**config.mk**
```make
export PLATFORM = sky130hd
export DESIGN_NAME = pipeline_stall_ctrl_flat
export DESIGN_NICKNAME = d
export VERILOG_FILES = /design/src/rtl/pipeline_stall_ctrl_pkg.sv /design/src/rtl/pipeline_stall_ctrl_if.sv /design/src/rtl/pipeline_stall_ctrl_sat_counter.sv /design/src/rtl/pipeline_stall_ctrl.sv /design/src/flat_wrapper.sv
export SDC_FILE = /design/constraint.sdc
export NUM_CORES = 1
export LEC_CHECK = 0
export ABC_AREA = 1
export CORE_MARGIN = 4
export CORE_UTILIZATION = 40
export DETAILED_ROUTE_END_ITERATION = 16
export SLEW_MARGIN = 20
export SYNTH_ARGS = -nofsm -noshare
export SYNTH_HDL_FRONTEND = slang
export SYNTH_SLANG_ARGS = --single-unit
```
**constraint.sdc**
```tcl
create_clock -name clk -period 2.6 [get_ports clk]
set_input_delay 0.52 -clock clk [delete_from_list [all_inputs] [get_ports clk]]
set_output_delay 0.52 -clock clk [all_outputs]
set_load 0.01 [all_outputs]
```
**src/rtl/pipeline_stall_ctrl_pkg.sv**
```systemverilog
// Shared types and defaults for the pipeline stall/flush sequencer.
package pipe_ctrl_pkg;

    // Sequencer state encoding.
    typedef enum logic {
        RUN   = 1'b0,
        FLUSH = 1'b1
    } state_e;

    // Per-cycle arbitration result, highest priority first.
    typedef enum logic [2:0] {
        PRIO_MEM_BUSY  = 3'd0,
        PRIO_BRANCH    = 3'd1,
        PRIO_FLUSH_WIN = 3'd2,
        PRIO_LOAD_USE  = 3'd3,
        PRIO_JUMP      = 3'd4,
        PRIO_NONE      = 3'd5
    } prio_e;

    // Defaults, reused by the MIPS top-level wrapper.
    localparam int unsigned DEFAULT_FLUSH_CYCLES = 1;
    localparam int unsigned DEFAULT_MEM_TIMEOUT  = 64;
    localparam int unsigned DEFAULT_CNT_W        = 16;

    localparam int unsigned FLUSH_LEFT_W = 3;
    localparam int unsigned WAIT_CNT_W   = 10;

endpackage

```
**src/rtl/pipeline_stall_ctrl_if.sv**
```systemverilog
// Request/control bundle between the pipeline datapath and the stall sequencer.
interface pipeline_stall_ctrl_if
    import pipe_ctrl_pkg::*;
#(
    parameter int unsigned CNT_W = DEFAULT_CNT_W
);
    // Hazard / redirect / memory requests
    logic             load_use;
    logic             jump;
    logic             branch_taken;
    logic             mem_busy;
    logic             cnt_clr;
    // Pipeline register controls
    logic             pc_write;
    logic             ifid_write;
    logic             ifid_flush;
    logic             idex_write;
    logic             idex_bubble;
    logic             idex_flush;
    logic             exmem_write;
    logic             memwb_write;
    // Status
    logic             mem_timeout;
    logic [CNT_W-1:0] stall_cycles;
    logic [CNT_W-1:0] flush_events;

    // Datapath side: raises requests, consumes controls.
    modport master (
        output load_use, jump, branch_taken, mem_busy, cnt_clr,
        input  pc_write, ifid_write, ifid_flush, idex_write, idex_bubble, idex_flush,
        input  exmem_write, memwb_write, mem_timeout, stall_cycles, flush_events
    );

    // Sequencer side.
    modport slave (
        input  load_use, jump, branch_taken, mem_busy, cnt_clr,
        output pc_write, ifid_write, ifid_flush, idex_write, idex_bubble, idex_flush,
        output exmem_write, memwb_write, mem_timeout, stall_cycles, flush_events
    );

endinterface

```
**src/rtl/pipeline_stall_ctrl_sat_counter.sv**
```systemverilog
// Saturating up-counter with synchronous clear (clear wins over increment).
module sat_counter
    import pipe_ctrl_pkg::*;
#(
    parameter int unsigned W = DEFAULT_CNT_W
) (
    input  logic         clk,
    input  logic         reset,
    input  logic         i_clr,
    input  logic         i_inc,
    output logic [W-1:0] o_count
);

    logic [W-1:0] r_count;

    // Count register: clear, else increment until all-ones.
    always_ff @(posedge clk or negedge reset) begin
        if (!reset) begin
            r_count <= '0;
        end else if (i_clr) begin
            r_count <= '0;
        end else if (i_inc && (r_count != '1)) begin
            r_count <= r_count + 1'b1;
        end
    end

    assign o_count = r_count;

endmodule

```
**src/rtl/pipeline_stall_ctrl.sv**
```systemverilog
// Central stall/flush sequencer for the 5-stage MIPS pipeline.
module pipeline_stall_ctrl
    import pipe_ctrl_pkg::*;
#(
    parameter int unsigned FLUSH_CYCLES = DEFAULT_FLUSH_CYCLES,
    parameter int unsigned MEM_TIMEOUT  = DEFAULT_MEM_TIMEOUT,
    parameter int unsigned CNT_W        = DEFAULT_CNT_W
) (
    input  logic                 clk,
    input  logic                 reset,
    pipeline_stall_ctrl_if.slave bus
);

    localparam logic [FLUSH_LEFT_W-1:0] FLUSH_RELOAD = FLUSH_LEFT_W'(FLUSH_CYCLES - 1);
    localparam logic [WAIT_CNT_W-1:0]   WAIT_LIMIT   = WAIT_CNT_W'(MEM_TIMEOUT - 1);

    logic                    r_run_en;
    state_e                  r_state;
    state_e                  w_state_nxt;
    logic [FLUSH_LEFT_W-1:0] r_flush_left;
    logic [FLUSH_LEFT_W-1:0] w_flush_left_nxt;
    logic [WAIT_CNT_W-1:0]   r_wait_cnt;
    logic [WAIT_CNT_W-1:0]   w_wait_cnt_nxt;
    logic                    r_timeout;
    logic                    w_timeout_nxt;
    prio_e                   w_prio;
    logic                    w_flush_evt;
    logic                    w_pc_write;
    logic                    w_ifid_write;
    logic                    w_ifid_flush;
    logic                    w_idex_write;
    logic                    w_idex_bubble;
    logic                    w_idex_flush;
    logic                    w_exmem_write;
    logic                    w_memwb_write;

    // Fixed-priority arbitration of this cycle's events.
    always_comb begin
        w_prio = PRIO_NONE;
        if (bus.mem_busy) begin
            w_prio = PRIO_MEM_BUSY;
        end else if (bus.branch_taken) begin
            w_prio = PRIO_BRANCH;
        end else if (r_state == FLUSH) begin
            w_prio = PRIO_FLUSH_WIN;
        end else if (bus.load_use) begin
            w_prio = PRIO_LOAD_USE;
        end else if (bus.jump) begin
            w_prio = PRIO_JUMP;
        end
    end

    // Next state and pipeline controls; everything stays 0 until run_en is set.
    always_comb begin
        w_state_nxt      = r_state;
        w_flush_left_nxt = r_flush_left;
        w_flush_evt      = 1'b0;
        w_pc_write       = 1'b0;
        w_ifid_write     = 1'b0;
        w_ifid_flush     = 1'b0;
        w_idex_write     = 1'b0;
        w_idex_bubble    = 1'b0;
        w_idex_flush     = 1'b0;
        w_exmem_write    = 1'b0;
        w_memwb_write    = 1'b0;
        if (r_run_en) begin
            unique case (w_prio)
                // Memory freeze: state and flush_left are simply held.
                PRIO_MEM_BUSY: ;
                PRIO_BRANCH: begin
                    {w_pc_write, w_ifid_write, w_idex_write} = 3'b111;
                    {w_exmem_write, w_memwb_write}           = 2'b11;
                    w_ifid_flush = 1'b1;
                    w_idex_flush = 1'b1;
                    w_flush_evt  = 1'b1;
                    if (FLUSH_CYCLES > 1) begin
                        w_state_nxt      = FLUSH;
                        w_flush_left_nxt = FLUSH_RELOAD;
                    end else begin
                        w_state_nxt      = RUN;
                        w_flush_left_nxt = '0;
                    end
                end
                PRIO_FLUSH_WIN: begin
                    {w_pc_write, w_ifid_write, w_idex_write} = 3'b111;
                    {w_exmem_write, w_memwb_write}           = 2'b11;
                    w_ifid_flush     = 1'b1;
                    w_flush_left_nxt = r_flush_left - 1'b1;
                    if (r_flush_left <= 1) begin
                        w_state_nxt      = RUN;
                        w_flush_left_nxt = '0;
                    end
                end
                // Hold PC and IF/ID; a pending jump stays in ID and is taken later.
                PRIO_LOAD_USE: begin
                    {w_idex_write, w_exmem_write, w_memwb_write} = 3'b111;
                    w_idex_bubble = 1'b1;
                end
                PRIO_JUMP: begin
                    {w_pc_write, w_ifid_write, w_idex_write} = 3'b111;
                    {w_exmem_write, w_memwb_write}           = 2'b11;
                    w_ifid_flush = 1'b1;
                    w_flush_evt  = 1'b1;
                end
                PRIO_NONE: begin
                    {w_pc_write, w_ifid_write, w_idex_write} = 3'b111;
                    {w_exmem_write, w_memwb_write}           = 2'b11;
                end
                default: ;
            endcase
        end
    end

    // Memory-wait watchdog: saturating busy counter and sticky timeout flag.
    always_comb begin
        w_wait_cnt_nxt = r_wait_cnt;
        if (!bus.mem_busy) begin
            w_wait_cnt_nxt = '0;
        end else if (r_wait_cnt != '1) begin
            w_wait_cnt_nxt = r_wait_cnt + 1'b1;
        end
        w_timeout_nxt = r_timeout;
        if (bus.cnt_clr) begin
            w_timeout_nxt = 1'b0;
        end else if (bus.mem_busy && (r_wait_cnt == WAIT_LIMIT)) begin
            w_timeout_nxt = 1'b1;
        end
    end

    // State registers; reset drops any pending flush window immediately.
    always_ff @(posedge clk or negedge reset) begin
        if (!reset) begin
            r_run_en     <= 1'b0;
            r_state      <= RUN;
            r_flush_left <= '0;
            r_wait_cnt   <= '0;
            r_timeout    <= 1'b0;
        end else begin
            r_run_en     <= 1'b1;
            r_state      <= w_state_nxt;
            r_flush_left <= w_flush_left_nxt;
            r_wait_cnt   <= w_wait_cnt_nxt;
            r_timeout    <= w_timeout_nxt;
        end
    end

    sat_counter #(
        .W (CNT_W)
    ) u_stall_cnt (
        .clk     (clk),
        .reset   (reset),
        .i_clr   (bus.cnt_clr),
        .i_inc   (r_run_en && !w_pc_write),
        .o_count (bus.stall_cycles)
    );

    sat_counter #(
        .W (CNT_W)
    ) u_flush_cnt (
        .clk     (clk),
        .reset   (reset),
        .i_clr   (bus.cnt_clr),
        .i_inc   (w_flush_evt),
        .o_count (bus.flush_events)
    );

    assign bus.pc_write    = w_pc_write;
    assign bus.ifid_write  = w_ifid_write;
    assign bus.ifid_flush  = w_ifid_flush;
    assign bus.idex_write  = w_idex_write;
    assign bus.idex_bubble = w_idex_bubble;
    assign bus.idex_flush  = w_idex_flush;
    assign bus.exmem_write = w_exmem_write;
    assign bus.memwb_write = w_memwb_write;
    assign bus.mem_timeout = r_timeout;

endmodule

```
**src/flat_wrapper.sv**
```systemverilog
// flat-port wrapper written by rule: the top's interface ports become plain ports
module pipeline_stall_ctrl_flat import pipe_ctrl_pkg::*;
#(
    parameter int unsigned FLUSH_CYCLES = DEFAULT_FLUSH_CYCLES,
    parameter int unsigned MEM_TIMEOUT  = DEFAULT_MEM_TIMEOUT,
    parameter int unsigned CNT_W        = DEFAULT_CNT_W
)
  (clk, reset, bus_load_use, bus_jump, bus_branch_taken, bus_mem_busy, bus_cnt_clr, bus_pc_write, bus_ifid_write, bus_ifid_flush, bus_idex_write, bus_idex_bubble, bus_idex_flush, bus_exmem_write, bus_memwb_write, bus_mem_timeout, bus_stall_cycles, bus_flush_events);
  pipeline_stall_ctrl_if #(.CNT_W(CNT_W)) bus_i ();
  input  logic clk;
  input  logic reset;
  input wire logic [$bits(bus_i.load_use)-1:0] bus_load_use;
  input wire logic [$bits(bus_i.jump)-1:0] bus_jump;
  input wire logic [$bits(bus_i.branch_taken)-1:0] bus_branch_taken;
  input wire logic [$bits(bus_i.mem_busy)-1:0] bus_mem_busy;
  input wire logic [$bits(bus_i.cnt_clr)-1:0] bus_cnt_clr;
  output wire logic [$bits(bus_i.pc_write)-1:0] bus_pc_write;
  output wire logic [$bits(bus_i.ifid_write)-1:0] bus_ifid_write;
  output wire logic [$bits(bus_i.ifid_flush)-1:0] bus_ifid_flush;
  output wire logic [$bits(bus_i.idex_write)-1:0] bus_idex_write;
  output wire logic [$bits(bus_i.idex_bubble)-1:0] bus_idex_bubble;
  output wire logic [$bits(bus_i.idex_flush)-1:0] bus_idex_flush;
  output wire logic [$bits(bus_i.exmem_write)-1:0] bus_exmem_write;
  output wire logic [$bits(bus_i.memwb_write)-1:0] bus_memwb_write;
  output wire logic [$bits(bus_i.mem_timeout)-1:0] bus_mem_timeout;
  output wire logic [$bits(bus_i.stall_cycles)-1:0] bus_stall_cycles;
  output wire logic [$bits(bus_i.flush_events)-1:0] bus_flush_events;
  assign bus_i.load_use = bus_load_use;
  assign bus_i.jump = bus_jump;
  assign bus_i.branch_taken = bus_branch_taken;
  assign bus_i.mem_busy = bus_mem_busy;
  assign bus_i.cnt_clr = bus_cnt_clr;
  assign bus_pc_write = bus_i.pc_write;
  assign bus_ifid_write = bus_i.ifid_write;
  assign bus_ifid_flush = bus_i.ifid_flush;
  assign bus_idex_write = bus_i.idex_write;
  assign bus_idex_bubble = bus_i.idex_bubble;
  assign bus_idex_flush = bus_i.idex_flush;
  assign bus_exmem_write = bus_i.exmem_write;
  assign bus_memwb_write = bus_i.memwb_write;
  assign bus_mem_timeout = bus_i.mem_timeout;
  assign bus_stall_cycles = bus_i.stall_cycles;
  assign bus_flush_events = bus_i.flush_events;
  pipeline_stall_ctrl #(.FLUSH_CYCLES(FLUSH_CYCLES), .MEM_TIMEOUT(MEM_TIMEOUT), .CNT_W(CNT_W)) u_core (.clk(clk), .reset(reset), .bus(bus_i));
endmodule
```
### Yosys cells after proc, flatten, opt, wreduce, memory -nomap -nowiden

Cells that the tools add are included.

* $add $sub $neg: 4
* $mul: 0
* divide/modulo/power cells: 0
* $lt $le $gt $ge: 1
* equal/unequal tests: 11
* shifts and indexed selects: 0
* muxes and demuxes: 29
* bitwise operators: 0
* reduce and logical (&&, ||, !) cells: 15

Operators by type and width (number)
* $mux 16: 4
* $add 16x1->16 const B: 2
* $ne 16x16->1 const B: 2
* $mux 10: 2
* $mux 1: 16
* $mux 3: 5
* $add 10x1->10 const B: 1
* $eq 10x6->1 const B: 1
* $ne 10x10->1 const B: 1
* $reduce_bool 2->1: 4
* $eq 3x2->1 const B: 2
* $eq 3x3->1 const B: 2
* $pmux 3 s2: 1
* $reduce_or 5->1: 1
* $logic_and 1x1->1: 4
* $ne 2x1->1 const B: 2
* $reduce_or 4->1: 1
* $eq 3x1->1 const B: 1
* $le 3x1->1 const B: 1
* $reduce_and 3->1: 1
* $reduce_or 3->1: 1
* $sub 3x1->3 const B: 1
* $pmux 1 s2: 1
* $reduce_and 2->1: 1
* 2 further kinds: 2

* flip-flop bits (word level): 48
* bits in latches: 0
* bits in writable memories: 0
* bits in read-only memories: 0
* input bits: 7
* memories: 0

### Depth between registers and ports, before layout

Gate-level depths: netlist of the first run.

* depth after elaboration: 14
* gate-level depth with buffers: 10
* depth with buffers taken out: 9

### Cells and area by module

Synthesis of the first run repeated with hierarchy kept, for this count alone.

* cell total of the unflattened synthesis: 391
* area, all modules: 2816.5 um2

Modules (own cells, without submodules)
* sat_counter: times used 2, cells an instance 144, area an instance 1037.2 um2, seq. area each 400.4 um2
* pipeline_stall_ctrl: times used 1, cells an instance 103, area an instance 742.0 um2, seq. area each 300.3 um2

### Worst setup path before layout of the first run

Ideal clock, no wire load.

* kind: input to output
* start: input port bus_branch_taken
* end: output port bus_pc_write
* data arrival time: 1.043 ns
* required time: 2.080 ns
* path slack: 1.037 ns
* stages on the path: 5
* buffers on the path: 1
* cells stage by stage: inv_1 > nand2_1 > nand2_1 > nor2_1 > buf_4

* cells in the longest elaborated chain, start to end: 6
* elaborated cells on any way between the ends: 9

RTL lines
* start: declaration: line flat_wrapper.sv:14 `input wire logic [$bits(bus_i.branch_taken)-1:0] bus_branch_taken;`
* $mux 3 (*): line pipeline_stall_ctrl.sv:42 `end else if (bus.branch_taken) begin`
* $mux 3 (*): line pipeline_stall_ctrl.sv:40 `if (bus.mem_busy) begin`
* $eq 3x3->1, or another cell as far along
* $reduce_or 4->1 (no line) (*)
* $mux 1 (*) (2 in series)
* end: declaration: line flat_wrapper.sv:17 `output wire logic [$bits(bus_i.pc_write)-1:0] bus_pc_write;`

Every way passes the cells marked *; elsewhere a longest branch is shown, timed or not.

### Worst setup path in the final report of the first run

* start: input port bus_mem_busy
* end: output port bus_ifid_flush

* cells in the longest elaborated chain, start to end: 5
* elaborated cells on any way between the ends: 7

RTL lines
* start: declaration: line flat_wrapper.sv:15 `input wire logic [$bits(bus_i.mem_busy)-1:0] bus_mem_busy;`
* $mux 3 (*): line pipeline_stall_ctrl.sv:40
* $eq 3x3->1, or another cell as far along: line pipeline_stall_ctrl.sv:67 `unique case (w_prio)`
* $reduce_or 3->1 (no line) (*)
* $mux 1 (*): line pipeline_stall_ctrl.sv:67
* $mux 1 (*): line pipeline_stall_ctrl.sv:66 `if (r_run_en) begin`
* end: declaration: line flat_wrapper.sv:19 `output wire logic [$bits(bus_i.ifid_flush)-1:0] bus_ifid_flush;`

Marked as above.

==> out/qor.yml, run 1 <==
placed_area_mm2: 0.00327
regArea_mm2: 0.00110
fp.dieArea_mm2: 0.00815
die_h_um: 90.3
slew_viol_final: 0
path_class: "input port to output port"
coreArea_mm2: 0.00646
clock_latency_ns: 0.30
cts.path.max_buffers: 2
start_util_pct: 41.9
design_area_mm2: 0.00335
grt_usage_pct: 17.4
antenna_cells: 0
drive_gt1_share_pct: 7.93
dieWidth_um: 90.3
fin_skew_ns: 0.00373
syn_area_mm2: 0.00271
yosysTopAreaCell: "dfrtp_1"
antenna_found_initial: 0
wl_met2_mm: 3.16
nFillCells: 647
cp_cell_sequence: "clkdlybuf4s50_1, nor2_2, nand2_1, inv_1, clkdlybuf4s50_1"
dpl.hpwl_mm: 4.87
grt_pass1_wl_mm: 11.8
setup_violations: 0
root_buffer: "clkbuf_8"
top_layer_used: "met4"
fin_crit_ns: 2.50
syn_to_final_growth_pct: 23.6
grt_max_degree: 26
drc: 0
synth_seq_cells: 44
clock_sinks: 44
ant_nets: 0
critPathSlowestCell: "clkdlybuf4s50_1"
mappedNetlistNets: 389
leakage_nw: 1.50
vias_per_cell: 5.14
pin_count: 48
ys_types: 31
rsz0062_at_grt: "no"
worst_slew_pin_slew_ns: 0.573
fin_ws_ns: 0.104
avgSynthCellArea_um2: 7.15
worstSetupEndpointType: "output port"
holdBufCountCts: 0
yosysTopAreaCellShare_pct: 40.6
startpoint_type: "input port"
std_cell_rows: 29
post_drt_wl_per_cell_um: 13.2
wl_met3_um: 275
peakVddDrop_mv: 0.218
required_ns: 2.08
seq_area_frac_synth_pct: 40.6
cts_tree: "done"
wl_met1_mm: 3.16
synthCells: 379
cp.arrival_ns: 1.98
cts_setup_buffers: 0
overflow: 0
drtIter0Drc: 112
synth_area_leaders: "dfrtp_1 (41%), nand2_1 (19%), nor2_1 (6.5%)"
hp-class: "input port to async pin"
timing.setup.tns_ns: 0
route.vias.total: 2602
outcome: "finished, final reports clean"
globalplace.congestion: 0.853
ys_warn_count: 0
fin_nets: 439
cts_buffers: 5
drt-total-wl_mm: 6.69
firstDrtPassIters: 4
fin_crit_sh_pct: 96.0
hold_viol: 0
portBuffers: 47
cts.clk_slew.worst_paths_ns: 0.09
hold_ws_ns: 0.180
ctsResizeCount: 0
first_global_vias: 2563
htree_levels: 2
maxSlewHeadroom_pct: 61.4
power_density_mw_per_mm2: 371
dp_cells: 499
critical-path-max-stage-delay_ns: 0.54
fmax_mhz: 401
cp_common_cell: "clkdlybuf4s50_1"
drv_cap: 0
final_cells: 506
multi_input_area_mm2: 0.00143
crit_fanout: 5
place_ws_ns: 0.0777
==> cell usage in the layout (no fill, tap or decap), drive strengths merged, types with 5 or more instances in the layout <==
cell type	count
nand2	137
xor2	14
nor2	57
buf	8
nand4	24
inv	28
nand3	30
clkbuf	5
clkdlybuf4s50	46
o21ai	9
dfrtp	44
==> final timing paths <==
check	from	cells after the start	slack, ns	end
min reg2reg	u_core.r_wait_cnt[4]	1	0.52	u_core.r_wait_cnt[4]
max in group asynchronous	reset	2	1.91	u_core.u_stall_cnt.o_count[7]
max	bus_mem_busy	5	0.10	bus_ifid_flush
min in group clk	u_core.r_wait_cnt[4]	1	0.52	u_core.r_wait_cnt[4]
max reg2reg	u_core.u_stall_cnt.o_count[0]	7	0.86	u_core.u_stall_cnt.o_count[0]
min	reset	1	0.18	u_core.u_flush_cnt.o_count[1]
==> metrics by stage <==
stage	utilization, %	power [mW]
final	51.8	1.24
after global routing	51.8	1.31
after CTS	51.8	1.27
after detailed placement	50.6	0.837
after global placement	50.6	0.838
after floorplan	-	0.775
==> cell usage after synthesis <==
library cell and n:
nand2_1 135, nor2_1 47, dfrtp_1 44, nand3_1 28, inv_1 25, nand4_1 24
xor2_1 14, o21ai_0 8, nor2_2 6, a21oi_1 4, clkbuf_1 4, nor2_4 4
o21bai_1 4, a31oi_1 3, buf_4 3, ha_1 3, inv_2 3, nor3_1 3
buf_2 2, buf_6 2, nand2_2 2, nand3_2 2, a41oi_1 1, clkinv_1 1
conb_1 1, nand3b_1 1, nor3_2 1, nor3b_1 1, o21ai_1 1, o31ai_1 1
or2_2 1
==> final cells by class <==
| type | count | area share [%] |
|---|---|---|
| sequential | 44 | 32.9 |
| clock inverter | 2 | 0.374 |
| tap | 77 | 2.88 |
| inverter | 29 | 3.25 |
| multi-input combinational | 295 | 42.7 |
| timing repair buffer | 54 | 15.9 |
| clock buffer | 5 | 2.06 |
==> logic make-up (layout without fill, tap and decap cells) <==
| logic type | Yosys count | count (layout) | share of synthesized area, % |
|---|---|---|---|
| buffers and inverters | 40 | 90 | 6.60 |
| other | 1 | 1 | 0.138 |
| DFF | 44 | 44 | 40.6 |
| and+or+nand+nor | 255 | 255 | 41.9 |
| xor gates and xnor gates | 14 | 14 | 4.53 |
| adders and majority gates | 3 | 3 | 1.39 |
| AOI/OAI and AO/OA | 22 | 22 | 4.80 |
==> flip-flops by register name (all words and copies together), names as in the netlist <==
name,count
u_core.r_run_en,1
u_core.u_flush_cnt.o_count,16
u_core.r_wait_cnt,10
u_core.u_stall_cnt.o_count,16
u_core.bus.mem_timeout,1
==> where the power goes <==
group / total [mW] / internal [mW] / switching (mW)
logic: 0.119 / 0.0452 / 0.0742
registers: 0.702 / 0.692 / 0.00995
clock network: 0.420 / 0.182 / 0.237
total: 1.24 / 0.919 / 0.321
==> layer usage <==
layer | vias to the layer above | track usage (%)
met4 | 0 | 6.25
met3 | 10 | 3.08
met5 | - | 0
met1 | 1210 | 22.4
li1 | 1323 | -
met2 | 59 | 29.1
==> worst max-delay path: cells and delay by family <==
family                 cells  cell delay, ns
buffers and inverters      3            1.11
AND/OR/NAND/NOR            2            0.35
(Power assumes the default switching activity.)
==> run 2: changes to the inputs <==
--- a/config.mk
+++ b/config.mk
@@ -5,7 +5,7 @@
 export SDC_FILE = /design/constraint.sdc
 export NUM_CORES = 1
 export LEC_CHECK = 0
-export ABC_AREA = 1
+export ABC_AREA = 0
 export CORE_MARGIN = 4
 export CORE_UTILIZATION = 40
 export DETAILED_ROUTE_END_ITERATION = 16
==> out/qor.yml, run 2 <==
synth_common_cells: "dfrtp_1 (44), a21oi_1 (29), o31ai_1 (23)"  # was nand2_1 (135), nor2_1 (47), dfrtp_1 (44)
start_util_pct: 41.8  # was 41.9%
cts_tree: "done"  # unchanged
cp.arrival_ns: 1.97  # was 1.98 ns
timing.setup.tns_ns: 0  # unchanged
fin_util_pct: 53.6  # was 51.8%
drtIter0Drc: 142  # was 112
multi_input_area_mm2: 0.00131  # was 0.00143 mm^2
globalplace.congestion: 0.816  # was 0.853
dieWidth_um: 87.4  # was 90.3 um
post_drt_wl_per_cell_um: 15.0  # was 13.2 um
clock_latency_ns: 0.30  # about the same
peakVddDrop_mv: 0.325  # was 0.218 mV
critPathSlowestCell: "clkdlybuf4s50_1"  # unchanged
overflow: 0  # unchanged
path_class: "input port to output port"  # unchanged
ant_nets: 0  # unchanged
yosysTopAreaCell: "dfrtp_1"  # unchanged
antenna_found_initial: 0  # unchanged
critical-path-max-stage-delay_ns: 0.53  # was 0.54 ns
ys_types: 46  # was 31
synth_edf_count: 0  # unchanged
grt_pass1_wl_mm: 10.3  # was 11.8 mm
cts_setup_buffers: 0  # unchanged
die_h_um: 87.4  # was 90.3 um
root_buffer: "clkbuf_8"  # unchanged
required_ns: 2.08  # about the same
crit_fanout: 6  # was 5
coreArea_mm2: 0.00603  # was 0.00646 mm^2
final_cell_mix: "clkdlybuf4s50_1 (45), dfrtp_1 (44), a21oi_1 (29)"  # was nand2_1 (135), nor2_1 (47), clkdlybuf4s50_1 (46)
holdBufCountCts: 0  # unchanged
synth_seq_cells: 44  # unchanged
maxSlewHeadroom_pct: 53.4  # was 61.4%
drc: 0  # unchanged
std_cell_rows: 28  # was 29
antenna_cells: 0  # unchanged
route.vias.total: 2294  # was 2602
synth_compound_gate_area_share_pct: 19.3  # was 4.80%
startpoint_type: "input port"  # unchanged
setup_violations: 0  # unchanged
synth_ff_type: "dfrtp_1"  # unchanged
cp_common_cell: "clkdlybuf4s50_1"  # unchanged
synth_area_leaders: "dfrtp_1 (44%), o31ai_1 (6.9%), or4_1 (6.3%)"  # was dfrtp_1 (41%), nand2_1 (19%), nor2_1 (6.5%)
synth_xor_area_share_pct: 1.74  # was 4.53%
syn_area_mm2: 0.00252  # was 0.00271 mm^2
cp_cell_sequence: "clkdlybuf4s50_1, nor2b_2, and2_1, clkdlybuf4s50_1"  # was clkdlybuf4s50_1, nor2_2, nand2_1, inv_1, clkdlybuf4s50_1
layout_commonest_cell: "clkdlybuf4s50_1"  # was nand2_1
rsz0062_at_grt: "no"  # unchanged
worstSetupEndpointType: "output port"  # unchanged
cts.path.max_buffers: 2  # unchanged
vias_per_cell: 5.72  # was 5.14
fin_crit_sh_pct: 95.7  # was 96.0%
mappedNetlistNets: 281  # was 389
htree_levels: 2  # unchanged
firstDrtPassIters: 4  # unchanged
clock_sinks: 44  # unchanged
fp.dieArea_mm2: 0.00763  # was 0.00815 mm^2
yosysTopAreaCellShare_pct: 43.7  # was 40.6%
dpl.hpwl_mm: 4.41  # was 4.87 mm
hp-class: "input port to async pin"  # unchanged
drv_cap: 0  # unchanged
synth_async_sr_flop_share_pct: 100  # unchanged
fmax_mhz: 402  # was 401 MHz
cts_buffers: 5  # unchanged
cts.clk_slew.worst_paths_ns: 0.09  # about the same
hold_viol: 0  # unchanged
outcome: "finished, final reports clean"  # unchanged
nFillCells: 561  # was 647
fin_skew_ns: 0.00556  # was 0.00373 ns
synth_top_family_by_area: "simple AND/OR/NAND/NOR gates"  # unchanged
synth-adder-area-share_pct: 1.49  # was 1.39%
power_density_mw_per_mm2: 413  # was 371 mW/mm^2
grt_max_degree: 18  # was 26
synth_most_common_cell: "dfrtp_1"  # was nand2_1
synth-simple-area-share_pct: 27.2  # was 41.9%
avgSynthCellArea_um2: 9.30  # was 7.15 um^2
regArea_mm2: 0.00110  # unchanged
syn_to_final_growth_pct: 28.2  # was 23.6%
drive_gt1_share_pct: 10.4  # was 7.93%
synthCells: 271  # was 379
first_global_vias: 2168  # was 2563
synth_mux_area_share_pct: 2.09  # was 0%
pin_count: 48  # unchanged
fin_crit_ns: 2.49  # was 2.50 ns
leakage_nw: 1.22  # was 1.50 nW
slew_viol_final: 0  # unchanged
portBuffers: 47  # unchanged
r2r_cells: 5  # was 7
drt-total-wl_mm: 6.00  # was 6.69 mm
fin_nets: 335  # was 439
seq_area_frac_synth_pct: 43.7  # was 40.6%
worst_slew_pin_slew_ns: 0.698  # was 0.573 ns
ys_warn_count: 0  # unchanged
grt_usage_pct: 16.6  # was 17.4%
run 2: cell types whose count changed in the layout (fill, tap and decap cells not counted), moves of 7 or more:
cell     before  now
nand3_1      28   14
nor2_1       47   15
nand4_1      24    7
buf_4         6   16
a21oi_1       4   29
inv_1        25    5
xor2_1       14    2
and2_1        0    7
o31ai_1       1   23
nand2_1     135   15
or3_1         0    7
or4_1         0   21
run 2: worst max-delay path, delay by kind of cell:
kind / cells / cell delay [ns]
buf+inv: 2 / 1.00
simple gates: 2 / 0.45
run 2: timing repair:
action                                  CTS  global route
endpoints found under the setup margin    0             1
endpoints found under the hold margin     0             0
gates resized for setup                   0             1
run 2: cells by family (layout without fill, tap and decap cells):
logic type / count (synthesis) / after routing
adder cells (fa/ha/maj): 3 / 3
AO/OA/AOI/OAI: 76 / 76
buffers and inverters: 22 / 77
AND/OR/NAND/NOR: 115 / 115
flip-flops: 44 / 44
multiplexers: 5 / 5
XOR/XNOR: 5 / 5
other: 1 / 1
run 2: cell type report:
class	count	share of cell area, %
multi-input combinational	205	40.5
tap	75	2.90
clock inverter	3	1.47
inverter	6	0.697
clock buffer	5	2.13
timing repair buffer	63	18.2
sequential	44	34.1
run 2: per-stage QoR:
stage	std cells	worst slack, ns	hold slack (ns)	instance area (um^2)	total power [mW]
after floorplan	271	0.831	0.224	2520	0.755
after global placement	393	0.0882	0.451	3110	0.814
after detailed placement	393	0.0528	0.454	3110	0.815
after CTS	401	0.0521	0.123	3230	1.36
after global routing	401	0.0148	0.132	3230	1.40
final	401	0.111	0.113	3230	1.34
run 2: worst paths after layout:
check / slack (ns) / startpoint / endpoint
max: 0.11 / bus_load_use / bus_idex_bubble
min: 0.11 / reset / u_core.u_stall_cnt.o_count[6]
max reg2reg: 0.67 / u_core.u_flush_cnt.o_count[0] / u_core.u_flush_cnt.o_count[14]
min reg2reg: 0.52 / u_core.bus.mem_timeout / u_core.bus.mem_timeout
max in group asynchronous: 1.94 / reset / u_core.u_flush_cnt.o_count[10]
min in group clk: 0.52 / u_core.bus.mem_timeout / u_core.bus.mem_timeout
run 2: report_power, final:
part | switching, mW | leakage (nW) | total (mW) | internal (mW)
Clock | 0.248 | 0.0583 | 0.537 | 0.290
Sequential | 0.00898 | 0.609 | 0.700 | 0.691
Combinational | 0.0538 | 0.549 | 0.0978 | 0.0441
run 2: metal layers:
metal	wire [um]	global-route usage, %	part of all wire (%)	vias to the layer above
met3	208	2.84	3.5	4
met1	2950	23.2	49	1099
li1	-	-	-	1155
met4	70	4.18	1.2	0
met5	0	0	0	-
met2	2780	26.6	46	36
==> run 3: changes to the inputs <==
--- a/config.mk
+++ b/config.mk
@@ -7,8 +7,9 @@
 export LEC_CHECK = 0
 export ABC_AREA = 0
 export CORE_MARGIN = 4
-export CORE_UTILIZATION = 40
+export CORE_UTILIZATION = 26
 export DETAILED_ROUTE_END_ITERATION = 16
+export DONT_BUFFER_PORTS = 1
 export SLEW_MARGIN = 20
 export SYNTH_ARGS = -nofsm -noshare
 export SYNTH_HDL_FRONTEND = slang
==> constraint.sdc (replaced) <==
create_clock -name clk -period 2.8 [get_ports clk]
set_input_delay 0.56 -clock clk [delete_from_list [all_inputs] [get_ports clk]]
set_output_delay 0.56 -clock clk [all_outputs]
set_load 0.01 [all_outputs]
==> out/qor.yml, run 3 (synthesis gave the netlist of run 2 again) <==
fin_util_pct: 29.3  # was 53.6%
required_ns: 2.24  # was 2.08 ns
globalplace.congestion: 0.772  # was 0.816
outcome: "finished, final reports clean"  # unchanged
fp.dieArea_mm2: 0.0113  # was 0.00763 mm^2
portBuffers: 0  # was 47
timing.setup.tns_ns: 0  # unchanged
ctsResizeCount: 0  # unchanged
vias_per_cell: 5.45  # was 5.72
final_cell_mix: "dfrtp_1 (44), a21oi_1 (29), o31ai_1 (23)"  # was clkdlybuf4s50_1 (45), dfrtp_1 (44), a21oi_1 (29)
r2r_slack_ns: 0.53  # was 0.67 ns
design_area_mm2: 0.00273  # was 0.00323 mm^2
cp.arrival_ns: 1.95  # was 1.97 ns
final_cells: 396  # was 401
post_drt_wl_per_cell_um: 16.2  # was 15.0 um
grt_max_degree: 45  # was 18
cts_tree: "done"  # unchanged
drc: 0  # unchanged
hold_viol: 0  # unchanged
place_ws_ns: 0.413  # was 0.0528 ns
grt_pass1_wl_mm: 10.5  # was 10.3 mm
pin_count: 48  # unchanged
peakVddDrop_mv: 0.183  # was 0.325 mV
hp-class: "input port to async pin"  # unchanged
startpoint_type: "flip-flop"  # was input port
layout_commonest_cell: "dfrtp_1"  # was clkdlybuf4s50_1
path_class: "flip-flop to output port"  # was input port to output port
cp_cell_sequence: "nor2b_1, buf_4, o21ai_1, inv_1"  # was clkdlybuf4s50_1, nor2b_2, and2_1, clkdlybuf4s50_1
drtIter0Drc: 181  # was 142
fin_crit_sh_pct: 89.7
crit_start: "u_core.r_run_en"  # was bus_load_use
grt_usage_pct: 11.5  # was 16.6%
placed_area_mm2: 0.00262  # was 0.00311 mm^2
finalPower_mw: 1.09  # was 1.34 mW
drv_cap: 0  # unchanged
dpl.hpwl_mm: 4.49  # was 4.41 mm
path_delay_family: "simple AND/OR/NAND/NOR gates"  # was buffers and inverters
crit_fanout: 13  # was 6
fmax_mhz: 398
drt-total-wl_mm: 6.42  # was 6.00 mm
holdBufCountCts: 1  # was 0
critPathSlowestCell: "nor2b_1"  # was clkdlybuf4s50_1
r2r_cells: 5  # unchanged
hold_ws_ns: 0.0996  # was 0.113 ns
cts.path.max_buffers: 2  # unchanged
die_h_um: 106  # was 87.4 um
cts_setup_buffers: 0  # unchanged
setup_violations: 0  # unchanged
overflow: 0  # unchanged
crit_buf_inv: 2  # unchanged
firstDrtPassIters: 4  # unchanged
first_global_vias: 1939  # was 2168
worst_slew_pin_slew_ns: 0.820  # was 0.698 ns
root_buffer: "clkbuf_8"  # unchanged
dp_cells: 388  # was 393
antenna_found_initial: 0  # unchanged
r2r-end: "u_core.u_flush_cnt.o_count[5]"  # was u_core.u_flush_cnt.o_count[14]
slew_viol_final: 0  # unchanged
clock_sinks: 44  # unchanged
worstSetupEndpointType: "output port"  # unchanged
rsz0062_at_grt: "no"  # unchanged
fin_skew_ns: 0.00542  # was 0.00556 ns
fin_ws_ns: 0.287  # was 0.111 ns
drive_gt1_share_pct: 7.49  # was 10.4%
start_util_pct: 27.0  # was 41.8%
worstReg2RegStart: "u_core.r_run_en"  # was u_core.u_flush_cnt.o_count[0]
power_density_mw_per_mm2: 400  # was 413 mW/mm^2
maxSlewHeadroom_pct: 45.0  # was 53.4%
clock_latency_ns: 0.30  # about the same
htree_levels: 2  # unchanged
critical-path-max-stage-delay_ns: 0.48  # was 0.53 ns
ant_nets: 0  # unchanged
route.vias.total: 2158  # was 2294
fin_nets: 277  # was 335
antenna_cells: 0  # unchanged
dieWidth_um: 106  # was 87.4 um
cts_buffers: 5  # unchanged
coreArea_mm2: 0.00933  # was 0.00603 mm^2
cts.clk_slew.worst_paths_ns: 0.08  # was 0.09 ns
syn_to_final_growth_pct: 8.29  # was 28.2%
std_cell_rows: 35  # was 28
leakage_nw: 0.976  # was 1.22 nW
fin_crit_ns: 2.51
## run 3: cell types whose count changed in the layout (fill, tap and decap cells not counted), sizes merged
cell,previous run,this run
buf,17,5
clkbuf,5,6
clkinv,3,2
bufinv,1,0
clkdlybuf4s50,45,0
dlymetal6s2s,1,0
## run 3: worst max path at each step
stage,end,cells after the start,slack (ns)
floorplan,u_core.u_stall_cnt.o_count[15],5,0.99
global placement,u_core.u_flush_cnt.o_count[4],5,0.45
detailed placement,u_core.u_flush_cnt.o_count[5],5,0.41
CTS,bus_ifid_flush,4,0.24
global route,bus_ifid_flush,4,0.05
finish,bus_ifid_flush,4,0.29
## run 3: layout make-up
class | instances | area (um^2)
Clock buffer | 6 | 72.6
Clock inverter | 1 | 5.00
Fill cell | 942 | 6600
Inverter | 6 | 22.5
Multi-Input combinational cell | 205 | 1310
Sequential cell | 44 | 1100
Tap cell | 129 | 161
Timing Repair Buffer | 5 | 57.6
## run 3: per-layer routing
metal	wire length, um	GRT usage, %	part of all wire (%)
met1	3040	16.1	47
met3	321	2.49	5.0
met5	0	0	0
met2	2980	17.7	46
met4	78	3.38	1.2
## run 3: power breakdown
group          leakage [nW]  total (mW)  internal, mW  switching, mW
clock network        0.0410       0.387         0.170          0.217
registers             0.609       0.653         0.642         0.0108
logic                 0.326      0.0520        0.0173         0.0347
total                 0.976        1.09         0.829          0.263
